$ cat config.mk
export PLATFORM = sky130hd
export DESIGN_NAME = adc_conditioner_flat
export DESIGN_NICKNAME = d
export VERILOG_FILES = /design/src/rtl/adc_cond_pkg.sv /design/src/rtl/adc_conditioner_if.sv /design/src/rtl/adc_trigger_fsm.sv /design/src/rtl/adc_conditioner.sv /design/src/flat_wrapper.sv
export SDC_FILE = /design/constraint.sdc
export NUM_CORES = 1
export LEC_CHECK = 0
export CAP_MARGIN = 20
export CORE_MARGIN = 2
export CORE_UTILIZATION = 29
export CTS_CLUSTER_SIZE = 20
export DETAILED_ROUTE_END_ITERATION = 10
export PLACE_DENSITY = 0.56
export SYNTH_ARGS = -nofsm -noshare
export SYNTH_HDL_FRONTEND = slang
export SYNTH_SLANG_ARGS = --single-unit
$ cat constraint.sdc
create_clock -name sink_clk -period 2.83 [get_ports sink_clk]
set_input_delay 0.283 -clock sink_clk [delete_from_list [all_inputs] [get_ports sink_clk]]
set_output_delay 0.283 -clock sink_clk [all_outputs]
set_load 0.05 [all_outputs]
$ cat src/rtl/adc_cond_pkg.sv
// Shared types and saturation helpers for the ADC conditioning path.
// Pure declarations: no latency, no flow control.
package adc_cond_pkg;

   typedef enum logic [2:0] {
      ST_IDLE,
      ST_ARMED,
      ST_FIRE,
      ST_WAIT_LOW,
      ST_WAIT_HIGH,
      ST_HOLDOFF
   } trig_state_t;

   // Clamp a signed value to the symmetric range +/-(2^(width-1)-1).
   function automatic logic signed [31:0] sat_signed(input logic signed [31:0] v, input int width);
      logic signed [31:0] lim;
      lim = (32'sd1 <<< (width - 1)) - 32'sd1;
      if (v > lim)
         return lim;
      else if (v < -lim)
         return -lim;
      return v;
   endfunction

   // Magnitude clamped to 2^(width-1)-1, so the most negative code folds onto +max.
   function automatic logic [31:0] sat_abs(input logic signed [31:0] v, input int width);
      logic signed [31:0] lim;
      logic signed [31:0] a;
      lim = (32'sd1 <<< (width - 1)) - 32'sd1;
      a   = (v < 0) ? -v : v;
      return (a > lim) ? lim : a;
   endfunction

endpackage

$ cat src/rtl/adc_conditioner_if.sv
// Sample-in / conditioned-out bundle between ADC, conditioner and time buffer.
// No latency; the time buffer only back-signals through buffer_ready.
interface adc_conditioner_if #(
   parameter int DATA_WIDTH = 14
);
   logic [DATA_WIDTH-1:0] adc_data;
   logic                  adc_ovr;
   logic [DATA_WIDTH-1:0] out_data;
   logic                  out_valid;
   logic                  trig_reset;
   logic                  buffer_ready;

   modport master (
      input  adc_data, adc_ovr, buffer_ready,
      output out_data, out_valid, trig_reset
   );

   modport slave (
      output adc_data, adc_ovr, buffer_ready,
      input  out_data, out_valid, trig_reset
   );
endinterface

$ cat src/rtl/adc_trigger_fsm.sv
// Level trigger with consecutive-hit qualifier, time-buffer handshake and holdoff.
// Outputs registered, one cycle after the deciding sample; waits indefinitely on buffer_ready.
module adc_trigger_fsm
   import adc_cond_pkg::*;
#(
   parameter int DATA_WIDTH = 14,
   parameter int TRIG_COUNT = 3,
   parameter int HOLDOFF    = 4096
) (
   input  logic                  sink_clk,
   input  logic                  reset,
   input  logic [DATA_WIDTH-2:0] mag,
   input  logic                  out_valid,
   input  logic [DATA_WIDTH-2:0] threshold,
   input  logic                  arm,
   input  logic                  disarm,
   input  logic                  buffer_ready,
   output logic                  trig_reset,
   output logic                  armed,
   output logic                  busy
);
   localparam int HW  = $clog2(TRIG_COUNT + 1);
   localparam int HOW = (HOLDOFF > 1) ? $clog2(HOLDOFF) : 1;

   trig_state_t    state;
   logic [HW-1:0]  hit_cnt;
   logic [HOW-1:0] hold_cnt;
   logic           qualify;

   assign qualify = out_valid && (mag >= threshold);

   always_ff @(posedge sink_clk) begin
      if (reset) begin
         state      <= ST_IDLE;
         hit_cnt    <= '0;
         hold_cnt   <= '0;
         trig_reset <= 1'b0;
         armed      <= 1'b0;
         busy       <= 1'b0;
      end else begin
         trig_reset <= 1'b0;
         case (state)
            ST_IDLE: begin
               if (arm) begin
                  state   <= ST_ARMED;
                  hit_cnt <= '0;
                  armed   <= 1'b1;
               end
            end
            ST_ARMED: begin
               // disarm takes priority over a trigger completing on the same sample
               if (disarm) begin
                  state <= ST_IDLE;
                  armed <= 1'b0;
               end else if (qualify) begin
                  if (hit_cnt == HW'(TRIG_COUNT - 1)) begin
                     state      <= ST_FIRE;
                     armed      <= 1'b0;
                     busy       <= 1'b1;
                     trig_reset <= 1'b1;
                  end else begin
                     hit_cnt <= hit_cnt + HW'(1);
                  end
               end else begin
                  hit_cnt <= '0;
               end
            end
            ST_FIRE:      state <= ST_WAIT_LOW;
            ST_WAIT_LOW:  if (!buffer_ready) state <= ST_WAIT_HIGH;
            ST_WAIT_HIGH: begin
               if (buffer_ready) begin
                  state    <= ST_HOLDOFF;
                  hold_cnt <= HOW'(HOLDOFF - 1);
               end
            end
            ST_HOLDOFF: begin
               if (hold_cnt == '0) begin
                  state <= ST_IDLE;
                  busy  <= 1'b0;
               end else begin
                  hold_cnt <= hold_cnt - HOW'(1);
               end
            end
            default: state <= ST_IDLE;
         endcase
      end
   end

endmodule

$ cat src/rtl/adc_conditioner.sv
// ADC front end: offset-binary to saturated two's complement, optional DC removal
// (ADC_DC_REMOVE_EN), trigger pulsing the time buffer reset. 2-cycle latency, no backpressure.
module adc_conditioner
   import adc_cond_pkg::*;
#(
   parameter int DATA_WIDTH = 14,
   parameter int DC_SHIFT   = 10,
   parameter int TRIG_COUNT = 3,
   parameter int HOLDOFF    = 4096
) (
   input  logic                  sink_clk,
   input  logic                  reset,
   adc_conditioner_if.master     bus,
   input  logic                  arm,
   input  logic                  disarm,
   input  logic [DATA_WIDTH-2:0] threshold,
   output logic                  armed,
   output logic                  busy,
   output logic [15:0]           overrange_cnt
);
   localparam int MSB = DATA_WIDTH - 1;
   localparam logic signed [DATA_WIDTH-1:0] POS_MAX = {1'b0, {(DATA_WIDTH-1){1'b1}}};
   localparam logic signed [DATA_WIDTH-1:0] NEG_MAX = {1'b1, {(DATA_WIDTH-2){1'b0}}, 1'b1};

   logic signed [DATA_WIDTH-1:0] s1;
   logic signed [DATA_WIDTH-1:0] s1_next;
   logic signed [DATA_WIDTH-1:0] stage2;
   logic                         pipe_fill;
   logic [DATA_WIDTH-2:0]        mag;

   if (TRIG_COUNT < 1 || HOLDOFF < 1 || DC_SHIFT < 1) begin : g_bad_param
      $error("adc_conditioner: TRIG_COUNT, HOLDOFF and DC_SHIFT must be at least 1");
   end

   always_comb begin
      s1_next = {~bus.adc_data[MSB], bus.adc_data[MSB-1:0]};
      if (bus.adc_ovr)
         s1_next = bus.adc_data[MSB] ? POS_MAX : NEG_MAX;
   end

`ifdef ADC_DC_REMOVE_EN
   localparam int ACC_W = DATA_WIDTH + DC_SHIFT;

   logic signed [ACC_W-1:0] acc;
   logic signed [ACC_W-1:0] dc;

   assign dc     = acc >>> DC_SHIFT;
   assign stage2 = DATA_WIDTH'(sat_signed(32'(s1) - 32'(dc), DATA_WIDTH));

   always_ff @(posedge sink_clk) begin
      if (reset)
         acc <= '0;
      else
         acc <= acc + ACC_W'(s1) - dc;
   end
`else
   assign stage2 = s1;
`endif

   always_ff @(posedge sink_clk) begin
      if (reset) begin
         s1            <= '0;
         pipe_fill     <= 1'b0;
         bus.out_valid <= 1'b0;
         bus.out_data  <= '0;
         overrange_cnt <= '0;
      end else begin
         s1            <= s1_next;
         pipe_fill     <= 1'b1;
         bus.out_valid <= pipe_fill;
         bus.out_data  <= stage2;
         if (bus.adc_ovr && overrange_cnt != 16'hFFFF)
            overrange_cnt <= overrange_cnt + 16'd1;
      end
   end

   assign mag = (DATA_WIDTH-1)'(sat_abs(32'($signed(bus.out_data)), DATA_WIDTH));

   adc_trigger_fsm #(
      .DATA_WIDTH (DATA_WIDTH),
      .TRIG_COUNT (TRIG_COUNT),
      .HOLDOFF    (HOLDOFF)
   ) u_trig (
      .sink_clk     (sink_clk),
      .reset        (reset),
      .mag          (mag),
      .out_valid    (bus.out_valid),
      .threshold    (threshold),
      .arm          (arm),
      .disarm       (disarm),
      .buffer_ready (bus.buffer_ready),
      .trig_reset   (bus.trig_reset),
      .armed        (armed),
      .busy         (busy)
   );

endmodule

$ cat src/flat_wrapper.sv
// flat-port wrapper written by rule: the top's interface ports become plain ports
module adc_conditioner_flat import adc_cond_pkg::*;
#(
   parameter int DATA_WIDTH = 14,
   parameter int DC_SHIFT   = 10,
   parameter int TRIG_COUNT = 3,
   parameter int HOLDOFF    = 4096
)
  (sink_clk, reset, arm, disarm, threshold, armed, busy, overrange_cnt, bus_adc_data, bus_adc_ovr, bus_buffer_ready, bus_out_data, bus_out_valid, bus_trig_reset);
  adc_conditioner_if #(.DATA_WIDTH(DATA_WIDTH)) bus_i ();
  input  logic sink_clk;
  input  logic reset;
  input  logic arm;
  input  logic disarm;
  input  logic [DATA_WIDTH-2:0] threshold;
  output logic armed;
  output logic busy;
  output logic [15:0] overrange_cnt;
  input wire logic [$bits(bus_i.adc_data)-1:0] bus_adc_data;
  input wire logic [$bits(bus_i.adc_ovr)-1:0] bus_adc_ovr;
  input wire logic [$bits(bus_i.buffer_ready)-1:0] bus_buffer_ready;
  output wire logic [$bits(bus_i.out_data)-1:0] bus_out_data;
  output wire logic [$bits(bus_i.out_valid)-1:0] bus_out_valid;
  output wire logic [$bits(bus_i.trig_reset)-1:0] bus_trig_reset;
  assign bus_i.adc_data = bus_adc_data;
  assign bus_i.adc_ovr = bus_adc_ovr;
  assign bus_i.buffer_ready = bus_buffer_ready;
  assign bus_out_data = bus_i.out_data;
  assign bus_out_valid = bus_i.out_valid;
  assign bus_trig_reset = bus_i.trig_reset;
  adc_conditioner #(.DATA_WIDTH(DATA_WIDTH), .DC_SHIFT(DC_SHIFT), .TRIG_COUNT(TRIG_COUNT), .HOLDOFF(HOLDOFF)) u_core (.sink_clk(sink_clk), .reset(reset), .bus(bus_i), .arm(arm), .disarm(disarm), .threshold(threshold), .armed(armed), .busy(busy), .overrange_cnt(overrange_cnt));
endmodule
==> results of run 1 <==
## registers in the layout (all words and copies together) (netlist names)
register,cells
u_core.u_trig.state,3
u_core.u_trig.armed,1
u_core.bus.out_data,14
u_core.u_trig.busy,1
u_core.bus.out_valid,1
u_core.u_trig.hold_cnt,12
u_core.u_trig.trig_reset,1
u_core.pipe_fill,1
u_core.s1,14
u_core.overrange_cnt,16
u_core.u_trig.hit_cnt,2
## timing repair
item,in CTS,in global routing
gates resized for setup,19,8
pin swaps,20,5
hold buffers,0,0
buffers inserted,2,1
setup endpoints to repair,7,7
endpoints found under the hold margin,0,0
## worst reg2reg max path: cells and delay by family, from the launching register on
kind,cells,cell delay [ns]
AOI/OAI and AO/OA,4,0.76
adders and majority gates,1,0.21
buffers and inverters,2,0.35
DFF,1,0.33
and+or+nand+nor,5,1.27
## cell usage in the layout (no fill, tap or decap), types with 4 or more instances in the layout
cell	count
clkdlybuf4s50_1	65
dfxtp_1	60
nor2_1	32
a21oi_1	32
buf_4	25
nand2_1	24
inv_1	24
nor2b_1	17
nand2b_1	16
xor2_1	15
xnor2_1	12
nor3_1	12
ha_1	11
nand3_1	10
clkbuf_16	9
a211oi_1	8
nand4_1	7
o211ai_1	5
o21ai_0	5
and3_1	5
ha_4	5
o31ai_1	4
nand2_2	4
dfxtp_4	4
## logic make-up after synthesis
logic type / after synthesis / synth area share
adder cells (fa/ha/maj): 17 / 0.0629
flip-flops: 66 / 0.391
AND/OR/NAND/NOR: 157 / 0.249
AO/OA/AOI/OAI: 86 / 0.176
XOR/XNOR: 27 / 0.0699
multiplexers: 1 / 0.00296
buffers and inverters: 42 / 0.0477
## where the power goes
part	internal (µW)	switching [µW]
logic	195	208
clock network	673	376
registers	959	19.2
total	1830	603
## routing by layer
layer / vias up / GRT usage / wire length [µm]
li1: 1559 / - / -
met1: 1393 / 0.167 / 3750
met2: 52 / 0.215 / 3870
met3: 5 / 0.0245 / 311
met4: 0 / 0.0463 / 67
met5: - / 0 / 0
## path summary, 6_finish.rpt
check | slack, ns | endpoint | startpoint
max reg2reg | -0.14 | u_core.u_trig.armed | u_core.bus.out_data[3]
max | -0.14 | u_core.u_trig.armed | u_core.bus.out_data[3]
min | 0.43 | u_core.u_trig.state[2] | reset
min reg2reg | 0.43 | u_core.bus.out_data[11] | u_core.s1[11]
## cell type report
type | count | share of cell area
repair buffers | 93 | 0.178
clock buffers | 10 | 0.0472
inverters | 24 | 0.0186
clock inverters | 6 | 0.0119
well taps | 143 | 0.0369
multi-input cells | 288 | 0.431
flip-flops and latches | 66 | 0.276
## metrics by stage
step	cell area, µm²	cells	power [µW]	hold slack (ns)
6_report	4850	630	2430	0.432
3_3_place_gp	4400	611	1350	0.421
3_5_place_dp	4400	611	1360	0.421
4_1_cts	4800	629	2440	0.435
2_1_floorplan	3460	396	1220	0.355
5_1_grt	4850	630	2550	0.445
==> results.md, run 1 <==
- Final Util: 0.425
- Synthesized area: about 3400 µm²
- Initial DRC Count: 105
- Standby leakage power: 0.00187 µW
- Critical Path Start Type: flop
- Layout cell share with drive strength beyond 1: 0.172
- Critical-path cell list: or3_4 -> nand4bb_4 -> or4b_4 -> buf_6 -> nand2_4 -> ha_4 -> a21oi_2 -> o21a_1 -> nor2_2 -> a2111oi_4 -> buf_6 -> o211a_1
- CP required: between 3 and 4 ns
- Global route overflow: 0
- Number of enable flip-flop cells after synthesis: 0
- Detailed Routing Iterations Pass 1: 4
- Critical path's most frequent cell: buf_6
- Nets: ~530
- Setup TNS: -0.813 ns
- DR WL/cell: 12.7 µm
- Clock sinks: 66
- Synthesis Warnings: 0
- Status: finished, violations left
- Crit-path max FO: 7
- Max cap viols: 0
- Cell family with most CP delay: simple AND/OR/NAND/NOR gates
- Vias after detailed routing: between 3000 and 4000
- Hold Path Stages: 2
- Num CTS Buffers: 9
- Worst Max-Slew Pin Slew: 0.686 ns
- Gpl congestion: a little under 0.8
- WP data arrival: 3.24 ns
- Worst path max stage delay: about 0.55 ns
- Htree depth: 3
- GRT Total Usage: 0.129
- Stages on worst setup path: 12
- Critical path buffers and inverters: 2
- Final Cycle Share: 1.05
- Setup Skew: between 0.003 and 0.004 ns
- Clock root buffer: clkbuf_16
- Min Tclk post-route: a little under 3 ns
- Final setup viols: 7
- Detail Route Antenna Nets: 0
- Worst skew pair latency: ~0.32 ns
- Mapped Nets: ~450
- Top-count cell post-synth: dfxtp_1
- Violated checks: setup timing
- Initial core utilization: 0.296
- Maximum number of pins on one net before global-route repair: 35
- Row count: 39
- Initial antenna violation count: 0
- Distinct cell type count after synthesis: 54
- Area of the multi-input gates: roughly 2100 µm²
- CP max-delay cell: or4b_4
- Fill cell count: ~1100
- Synth top area cells: dfxtp_1 (39%), ha_1 (6.3%), a21oi_1 (5.0%), xor2_1 (3.9%), nor2_1 (3.7%)
- Ant diodes: 0
- DP HPWL: between 5 and 6 mm
- DP Worst Slack: -0.339 ns
- Synth area leader: dfxtp_1
- Most used DFF post-synth: dfxtp_1
- Clk buf depth: 2
- Commonest cells post-synth: dfxtp_1 (66), a21oi_1 (34), nor2_1 (33), nand2_1 (30), inv_1 (24)
- Sequential area share after synthesis: 0.391
- Post-Syn Area per Cell: 8.54 µm²
- # DRC: 0
- Die Footprint: approximately 13000 µm²
- Max Slew Vio Count: 0
- Placeable Area: about 11000 µm²
- CP Class: flop to flop
- Synth Register Bits: 66
- Post-synth ARST share: 0
- VDD IR max: roughly 0.33 mV
- Synth top area share: 0.391
- Chip Width: between 100 and 150 µm
- First-pass GRT wire length: 13.6 mm
- R2R cell count: 12
- P&R area growth vs syn: 43.6%
- Clock-pin slew on the worst setup and hold paths: roughly 0.050 ns
- Final hold vios: 0
- Vias per inst: approximately 4.8
- Power density cells: 501 nW/µm²
- Final wirelength: roughly 8.0 mm
- Die Height: 112 µm
- Final worst slack: -0.141 ns
- Post-Syn Instances: about 400
- FF+latch area: 1340 µm²
- Io pins: 67
- F_max: between 300 and 400 MHz
- Hold crit path type: input pin to flop
- Setup crit end kind: flop
- Buffers added on ports: 66
- CTS tree: done
- Max-slew headroom: 0.536
- Vias in the first global route: 2924
- RSZ-0062 raised after global routing: yes
No activity file was read; power rests on OpenSTA's default activity.
==> run 2, diff against run 1 <==
--- a/config.mk
+++ b/config.mk
@@ -6,11 +6,13 @@
 export NUM_CORES = 1
 export LEC_CHECK = 0
 export CAP_MARGIN = 20
+export CELL_PAD_IN_SITES_DETAIL_PLACEMENT = 0
+export CELL_PAD_IN_SITES_GLOBAL_PLACEMENT = 1
 export CORE_MARGIN = 2
 export CORE_UTILIZATION = 29
 export CTS_CLUSTER_SIZE = 20
 export DETAILED_ROUTE_END_ITERATION = 10
-export PLACE_DENSITY = 0.56
+export PLACE_DENSITY = 0.69
 export SYNTH_ARGS = -nofsm -noshare
 export SYNTH_HDL_FRONTEND = slang
 export SYNTH_SLANG_ARGS = --single-unit
==> run 2 against run 1 <==
Effect of this change:
- the run still ends with setup timing left
- utilization is 0.15 points lower
- highest routed layer unchanged
- largest cell class unchanged
- first-iteration DRC count is 16% lower
- sequential cell count stayed put
- sequential power hardly changed
- clock skew is 0.0021 ns higher
- clock power hardly changed
==> results.md, run 2 (synthesis gave the netlist of run 1 again) <==
- Most common cell after layout, fill and taps aside: clkdlybuf4s50_1 (unchanged)
- Status: finished, violations left (unchanged)
- # DRC: 0 (unchanged)
- CTS tree: done (unchanged)
- Final worst slack: -0.0922 ns (was -0.141 ns)
- Chip Width: 112 µm (unchanged)
- Max reg flops: 16 (unchanged)
- RSZ-0062 raised after global routing: yes (unchanged)
- Largest registers: u_core.overrange_cnt (16), u_core.bus.out_data (14), u_core.s1 (14) (unchanged)
- Buffers added on ports: 66 (unchanged)
- Critical Path Start Type: flop (unchanged)
- Die Height: 112 µm (unchanged)
- Setup TNS: -0.521 ns (was -0.813 ns)
- Top reg by flops: u_core.overrange_cnt (unchanged)
- DP HPWL: 5.97 mm (was 5.75 mm)
- Placeable Area: 11400 µm² (unchanged)
- Worst skew pair latency: 0.32 ns (about the same)
- Total power: 2430 µW (about the same)
- Detailed Routing Iterations Pass 1: 4 (unchanged)
- Maximum number of pins on one net before global-route repair: 53 (was 35)
- Setup crit end kind: flop (unchanged)
- Nets: 530 (was 532)
- Detail Route Antenna Nets: 0 (unchanged)
- Vias after detailed routing: 2998 (was 3009)
- Max cap viols: 0 (unchanged)
- Worst Max-Slew Pin Slew: 0.677 ns (was 0.686 ns)
- Crit-path max FO: 7 (unchanged)
- Initial core utilization: 0.296 (unchanged)
- Clk buf depth: 2 (unchanged)
- Standby leakage power: 0.00186 µW (was 0.00187 µW)
- CP required: 3.03 ns (was 3.10 ns)
- Power density cells: 504 nW/µm² (was 501 nW/µm²)
- GRT Total Usage: 0.133 (was 0.129)
- Min Tclk post-route: 2.92 ns (was 2.97 ns)
- Setup Skew: 0.00599 ns (was 0.00389 ns)
- Layout cell share with drive strength beyond 1: 0.167 (was 0.172)
- Hold crit path type: input pin to flop (unchanged)
- Worst hold margin: 0.277 ns (was 0.432 ns)
- Vias per inst: 4.77 (was 4.78)
- F_max: 342 MHz (was 337 MHz)
- Clock sinks: 66 (unchanged)
- Max Slew Vio Count: 0 (unchanged)
- Row count: 39 (unchanged)
- First-pass GRT wire length: 13.9 mm (was 13.6 mm)
- Final wirelength: 8.16 mm (was 8.00 mm)
- Die Footprint: 12500 µm² (unchanged)
- Violated checks: setup timing (unchanged)
- Clock-pin slew on the worst setup and hold paths: 0.06 ns (was 0.05 ns)
- Ant diodes: 0 (unchanged)
- Most frequent cells in the layout: clkdlybuf4s50_1 (65), dfxtp_1 (60), nor2_1 (32), a21oi_1 (31), nand2_1 (26) (was clkdlybuf4s50_1 (65), dfxtp_1 (60), nor2_1 (32), a21oi_1 (32), buf_4 (25))
- Fill cell count: 1149 (was 1146)
- VDD IR max: 0.269 mV (was 0.332 mV)
- Clock root buffer: clkbuf_16 (unchanged)
- CP Class: flop to flop (unchanged)
- Gpl congestion: 0.798 (was 0.787)
- R2R setup slack: -0.09 ns (was -0.14 ns)
- Vias in the first global route: 2961 (was 2924)
- P&R area growth vs syn: 43.0% (was 43.6%)
- Final setup viols: 7 (unchanged)
- Htree depth: 3 (unchanged)
- Final hold vios: 0 (unchanged)
- Initial DRC Count: 88 (was 105)
- Io pins: 67 (unchanged)
- Num CTS Buffers: 9 (unchanged)
- Max-slew headroom: 0.537 (was 0.536)
- Final Cycle Share: 1.03 (was 1.05)
- Initial antenna violation count: 0 (unchanged)
- Global route overflow: 0 (unchanged)
- DR WL/cell: 13.0 µm (was 12.7 µm)
- WP data arrival: 3.12 ns (was 3.24 ns)
run 2: cell types whose count changed in the layout (fill, tap and decap cells not counted), sizes merged:
cell,before,now
buf,28,26
clkinv,3,2
clkbuf,10,11
run 2: final timing paths:
check	endpoint	from	cells past startpoint
setup / recovery	u_core.u_trig.busy	u_core.bus.out_data[3]	12
hold / removal	u_core.s1[11]	reset	2
setup reg to reg	u_core.u_trig.busy	u_core.bus.out_data[3]	12
hold reg to reg	u_core.bus.out_data[8]	u_core.s1[8]	1
run 2: timing repair:
action	in CTS	in global routing
setup buffers	1	0
resized for setup	16	8
hold buffers	0	0
pin swaps	17	1
setup endpoints to repair	7	7
run 2: critical path, stage by stage (launching register included):
cell and delay, ns:
dfxtp_4 0.33, or3_4 0.36, nand4bb_4 0.23, or4b_4 0.55, buf_6 0.16, nand2_4 0.07, ha_4 0.20, a21oi_2 0.13
o21a_1 0.14, nor2_2 0.05, a2111oi_4 0.30, buf_4 0.19, o31ai_1 0.07
run 2: layer usage:
metal	routed length (µm)	track usage
met5	0	0
met3	365	0.0343
met2	3660	0.209
met1	3950	0.175
met4	180	0.0577
run 2: final cells by class:
class | count | area, µm² | area share
inverter | 24 | 90.1 | 0.0186
sequential | 66 | 1340 | 0.277
multi-input combinational | 288 | 2090 | 0.433
clock buffer | 11 | 233 | 0.0481
tap | 143 | 179 | 0.0370
timing repair buffer | 91 | 847 | 0.175
clock inverter | 5 | 55.1 | 0.0114
run 2: per-stage QoR:
| stage | setup WS [ns] | area (µm²) | utilization | std cells |
|---|---|---|---|---|
| 2_1_floorplan | -0.243 | 3460 | - | 396 |
| 3_3_place_gp | -0.232 | 4400 | 0.385 | 611 |
| 3_5_place_dp | -0.262 | 4400 | 0.385 | 611 |
| 4_1_cts | -0.0908 | 4780 | 0.419 | 628 |
| 5_1_grt | -0.207 | 4840 | 0.424 | 628 |
| 6_report | -0.0922 | 4840 | 0.424 | 628 |
run 2: power breakdown:
group	internal, µW	total, µW	switching (µW)	leakage [µW]
Clock	678	1060	381	0.000136
Combinational	190	396	205	0.00118
Sequential	959	980	21.4	0.000543
Total	1830	2430	608	0.00186
